## src/rtl/wb_retire_queue_pkg.sv

```systemverilog
// Shared writeback definitions: default register-file widths, entry layout and
// the hard-wired zero register index.
package wb_retire_queue_pkg;

  localparam int WB_DATA_W  = 16;
  localparam int WB_RADDR_W = 4;
  localparam int ZERO_REG   = 0;

  typedef struct packed {
    logic [WB_RADDR_W-1:0] addr;
    logic [WB_DATA_W-1:0]  data;
  } wb_entry_t;

endpackage

```

## src/rtl/wb_retire_queue_fwd_match.sv

```systemverilog
// Youngest-match bypass search over the pending-write ring, scanned from the
// head (oldest) so that later matches override earlier ones.
module wb_fwd_match
  import wb_retire_queue_pkg::*;
#(
  parameter int DATA_W  = WB_DATA_W,
  parameter int RADDR_W = WB_RADDR_W,
  parameter int DEPTH   = 4
) (
  input  logic [RADDR_W-1:0]       ent_addr [DEPTH],
  input  logic [DATA_W-1:0]        ent_data [DEPTH],
  input  logic [DEPTH-1:0]         ent_vld,
  input  logic [$clog2(DEPTH)-1:0] head,
  input  logic [RADDR_W-1:0]       raddr,
  output logic                     hit,
  output logic [DATA_W-1:0]        data
);

  localparam int PTR_W = $clog2(DEPTH);

  always_comb begin
    logic [PTR_W-1:0] idx;
    hit  = 1'b0;
    data = '0;
    idx  = '0;
    for (int i = 0; i < DEPTH; i++) begin
      idx = head + PTR_W'(i);
      if (ent_vld[idx] && (ent_addr[idx] == raddr)) begin
        hit  = 1'b1;
        data = ent_data[idx];
      end
    end
  end

endmodule

```

## src/rtl/wb_retire_queue.sv

```systemverilog
// Two-source in-order writeback queue draining into the register-file write
// port, with pending-write bypass and a one-cycle retire pulse.
module wb_retire_queue
  import wb_retire_queue_pkg::*;
#(
  parameter int DATA_W  = WB_DATA_W,
  parameter int RADDR_W = WB_RADDR_W,
  parameter int DEPTH   = 4,
  parameter bit DROP_R0 = 1'b1
) (
  input  logic                     CLK,
  input  logic                     RST,
  input  logic                     MEM_VALID,
  input  logic [RADDR_W-1:0]       MEM_ADDR,
  input  logic [DATA_W-1:0]        MEM_DATA,
  input  logic                     ALU_VALID,
  input  logic [RADDR_W-1:0]       ALU_ADDR,
  input  logic [DATA_W-1:0]        ALU_DATA,
  output logic                     IN_READY,
  output logic                     RF_WE,
  output logic [RADDR_W-1:0]       RF_WADDR,
  output logic [DATA_W-1:0]        RF_WDATA,
  input  logic                     RF_READY,
  input  logic [RADDR_W-1:0]       FWD_RADDR,
  output logic                     FWD_HIT,
  output logic [DATA_W-1:0]        FWD_DATA,
  output logic                     RET_VALID,
  output logic [RADDR_W-1:0]       RET_REG,
  output logic [$clog2(DEPTH):0]   COUNT
);

  localparam int PTR_W = $clog2(DEPTH);
  localparam int CNT_W = PTR_W + 1;

  logic [RADDR_W-1:0] ent_addr [DEPTH];
  logic [DATA_W-1:0]  ent_data [DEPTH];
  logic [PTR_W-1:0]   head;
  logic [PTR_W-1:0]   tail;
  logic [PTR_W-1:0]   alu_slot;
  logic [CNT_W-1:0]   count;
  logic [DEPTH-1:0]   occ;
  logic               mem_acc;
  logic               alu_acc;
  logic               commit;
  logic               ret_vld_p1;
  logic [RADDR_W-1:0] ret_reg_p1;

  function automatic logic keep_req(input logic vld, input logic [RADDR_W-1:0] addr);
    return vld && !(DROP_R0 && (addr == RADDR_W'(ZERO_REG)));
  endfunction

  assign IN_READY = (CNT_W'(DEPTH) - count) >= CNT_W'(2);
  assign mem_acc  = IN_READY && keep_req(MEM_VALID, MEM_ADDR);
  assign alu_acc  = IN_READY && keep_req(ALU_VALID, ALU_ADDR);
  assign RF_WE    = (count != '0);
  assign RF_WADDR = ent_addr[head];
  assign RF_WDATA = ent_data[head];
  assign commit   = RF_WE && RF_READY;
  // MEM is the older instruction, so ALU lands one slot behind it.
  assign alu_slot = tail + PTR_W'(mem_acc);

  always_comb begin
    logic [PTR_W-1:0] rel;
    occ = '0;
    rel = '0;
    for (int i = 0; i < DEPTH; i++) begin
      rel    = PTR_W'(i) - head;
      occ[i] = {1'b0, rel} < count;
    end
  end

  // Stage p0: queue control and retire pulse register
  always_ff @(posedge CLK) begin
    if (RST) begin
      head       <= '0;
      tail       <= '0;
      count      <= '0;
      ret_vld_p1 <= 1'b0;
      ret_reg_p1 <= '0;
    end else begin
      if (commit) begin
        head       <= head + PTR_W'(1);
        ret_reg_p1 <= ent_addr[head];
      end
      tail       <= tail + PTR_W'(mem_acc) + PTR_W'(alu_acc);
      count      <= count + CNT_W'(mem_acc) + CNT_W'(alu_acc) - CNT_W'(commit);
      ret_vld_p1 <= commit;
    end
  end

  always_ff @(posedge CLK) begin
    if (mem_acc) begin
      ent_addr[tail] <= MEM_ADDR;
      ent_data[tail] <= MEM_DATA;
    end
    if (alu_acc) begin
      ent_addr[alu_slot] <= ALU_ADDR;
      ent_data[alu_slot] <= ALU_DATA;
    end
  end

  wb_fwd_match #(
    .DATA_W  (DATA_W),
    .RADDR_W (RADDR_W),
    .DEPTH   (DEPTH)
  ) u_fwd (
    .ent_addr (ent_addr),
    .ent_data (ent_data),
    .ent_vld  (occ),
    .head     (head),
    .raddr    (FWD_RADDR),
    .hit      (FWD_HIT),
    .data     (FWD_DATA)
  );

  assign RET_VALID = ret_vld_p1;
  assign RET_REG   = ret_reg_p1;
  assign COUNT     = count;

endmodule

```

## config.mk

```make
export PLATFORM = sky130hd
export DESIGN_NAME = wb_retire_queue
export DESIGN_NICKNAME = d
export VERILOG_FILES = /design/src/rtl/wb_retire_queue_pkg.sv /design/src/rtl/wb_retire_queue_fwd_match.sv /design/src/rtl/wb_retire_queue.sv
export SDC_FILE = /design/constraint.sdc
export NUM_CORES = 1
export LEC_CHECK = 0
export CORE_MARGIN = 10
export CORE_UTILIZATION = 40
export DETAILED_ROUTE_END_ITERATION = 8
export HOLD_SLACK_MARGIN = 0.03
export PLACE_DENSITY_LB_ADDON = 0.2
export SETUP_SLACK_MARGIN = 0.02
export SLEW_MARGIN = 20
export SYNTH_ARGS = -nofsm -noshare
export SYNTH_HDL_FRONTEND = slang
export SYNTH_HIERARCHICAL = 1
export SYNTH_SLANG_ARGS = --single-unit
```

## constraint.sdc

```tcl
create_clock -name CLK -period 8 [get_ports CLK]
set_clock_uncertainty 0.1 [all_clocks]
set_input_delay 0.8 -clock CLK [delete_from_list [all_inputs] [get_ports CLK]]
set_output_delay 0.8 -clock CLK [all_outputs]
set_load 0.02 [all_outputs]
```

==> out/results.ini <==
[worst_setup_path]
endpoint_kind = output port
worstPathCellList = buf_4 -> mux2i_1 -> xnor2_1 -> nor4_1 -> o21a_2 -> or3_1 -> o32ai_1 -> a21oi_1 -> clkdlybuf4s50_1
startpoint_type = flop
cp.required_ps = 7100
path_class = flop to output port
critPathTopFamily = buffers and inverters
crit_buf_inv = 2
cp_data_arrival_time_ps = 4830
critPathMaxStageDelay_ps = 890
critical_path.slowest_cell = buf_4
crit_fanout = 79

[timing]
hold_viol = 0
final-setup-viol-count = 0
worst_slew_pin_slew_ps = 1070
slew_headroom_pct = 28.4
period_share_pct = 71.7
slew_viol_final = 0
period_minus_slack_ps = 5730
rsz0062_at_grt = no
fin_tns_setup_ps = 0
fmax_ghz = 0.174

[global_routing]
grt-ovfl-total = 0
grt_pass1_wl_um = 34400
grt_pass1_vias = 5810
grtUsageTotal_pct = 17.9
antenna_found_initial = 0
grt_max_degree = 80

[synthesis]
yosys.cell_count.top_type = nand2_1
synth_edf_count = 0
avgSynthCellArea_um2 = 7.88
syn_area_um2 = 7090
synth_common_cells = 203 x nand2_1, 104 x nor2_1, 92 x dfxtp_1
synth-seq-cells = 92
synth_cells = 900
synth_seq_area_share_pct = 26.0
synth_top_area_cell = dfxtp_1
synth.distinct_cells = 60
yosys.area.top_type_share_pct = 26.0
synth_ff_type = dfxtp_1
synth_fp_nets = 961
synth.area.top_cells = dfxtp_1 26%, nand2_1 11%, mux2i_1 8.6%
synthArstFlopShare_pct = 0
yosysWarnings = 6

[clock_network]
clk_latency_ps = 340
cts_buffer_depth = 2
cts_sinks = 92
ctsHoldBuffers = 0
root_buffer = clkbuf_16
post_cts_buffers = 0
clkTransAtPathRegs_ps = 70
cts_inserted_buffers = 9
cts_tree = yes
post_cts_resized = 0
htreeDepth = 3

[final_layout]
layout.cells.non_filler = 1166
area_growth_pct = 16.0
nNetsFinal = 997
num_antenna_cells = 0
drive_gt1_share_pct = 9.67

[place]
dpl.hpwl_um = 16100
port_buffers = 95
place_inst = 1149
gp_congestion = 0.851

[routing]
wl_per_cell_um = 19.0
drtIter0Drc = 656
drt-total-wl_um = 22100
drc = 0
vias_per_cell = 5.70
vias = 6643
drt_pass1_iterations = 6
ant_nets = 0

[outcome]
outcome = finished clean

[die]
io_pins = 96
initial_core_util_pct = 40.9
dieHeight_um = 153
die_w_um = 153
rows = 48
die_area_um2 = 23500
core-area_um2 = 17400

[power]
peakVddDrop_mv = 0.249
p_per_area_nw_per_um2 = 478
total_leakage_power_uw = 0.00306
p_total_uw = 3930

[worst_hold_path]
worst_hold_path_type = flop to flop

[job]
max_cap_viol_count = 0

state kept, by name (all words and copies together) (netlist names):
name,count
RET_REG,4
COUNT,3
tail,2
ent_data,64
ent_addr,16
RET_VALID,1
head,2
final cells by class:
type / instances / area (um2)
timing repair buffer: 100 / 1010
tap: 225 / 282
clock inverter: 6 / 91.3
fill: 1726 / 9130
sequential: 92 / 1850
clock buffer: 10 / 239
multi-input combinational: 722 / 4720
inverter: 11 / 41.3
layer usage:
layer  share of wire, %  vias up  global-route usage [%]  wire (um)
met3                7.9       19                    2.97       1750
met5                  0        -                       0          0
met1                 50     3110                    27.6      11000
met2                 41      246                    24.8       9100
li1                   -     3268                       -          -
met4                1.1        0                    4.27        246
report_power, final:
part | internal [uW] | switching [uW]
clock | 285 | 186
sequential | 717 | 330
combinational | 1070 | 1340
total | 2070 | 1860
metrics by stage:
| stage | area, um2 | hold slack, ps | util [%] | setup WS (ps) |
|---|---|---|---|---|
| after floorplan | 7090 | 358 | - | 3650 |
| after global placement | 7870 | 346 | 45.3 | 2610 |
| after detailed placement | 7870 | 352 | 45.3 | 2500 |
| after CTS | 8200 | 362 | 47.2 | 2130 |
| after global routing | 8230 | 375 | 47.4 | 1940 |
| final | 8230 | 365 | 47.4 | 2270 |
cells by family after synthesis:
group                    synth area share [%]
AO/OA/AOI/OAI                            19.4
XOR/XNOR                                 3.56
adder cells (fa/ha/maj)                  2.33
buffers and inverters                    7.61
flip-flops                               26.0
multiplexers                             18.2
AND/OR/NAND/NOR                          22.9
placed cells by master, fill, tap and decap left out, drive strengths merged, types with 2 or more instances in the layout:
cell type	instances
nand2	203
nor2	104
clkdlybuf4s50	95
dfxtp	92
a31oi	64
mux2i	63
a211oi	45
a21oi	38
o21ai	35
xnor2	26
mux4	20
a22oi	18
mux2	18
or2	15
inv	13
ha	10
clkbuf	10
and3	9
nor2b	9
nand3	5
nand4	5
buf	5
and2	4
nor4	3
nor3	3
a21o	2
fa	2
bufinv	2
clkinv	2
and2b	2
xor2	2
path summary, 6_finish.rpt:
| path | from | to | slack [ps] | cells after the start |
|---|---|---|---|---|
| worst min-delay path | RET_REG[2]$_SDFFE_PP0P_ | RET_REG[2]$_SDFFE_PP0P_ | 370 | 2 |
| worst max register to register | COUNT[0]$_SDFF_PP0_ | ent_data[61]$_DFF_P_ | 4170 | 10 |
| worst min register to register | RET_REG[2]$_SDFFE_PP0P_ | RET_REG[2]$_SDFFE_PP0P_ | 370 | 2 |
| worst max-delay path | head[1]$_SDFFE_PP0P_ | FWD_DATA[14] | 2270 | 9 |
worst register-to-register path, cell delays in order, from the launching register on:
cell and delay [ps]:
dfxtp_1 520, inv_1 110, ha_1 210, ha_1 260, or3b_1 660, and2_1 290, ha_1 310, nor2b_1 330
nand4_4 560, nor2_1 280, a31oi_1 60
Note: power is estimated with default switching activity, not from simulation.
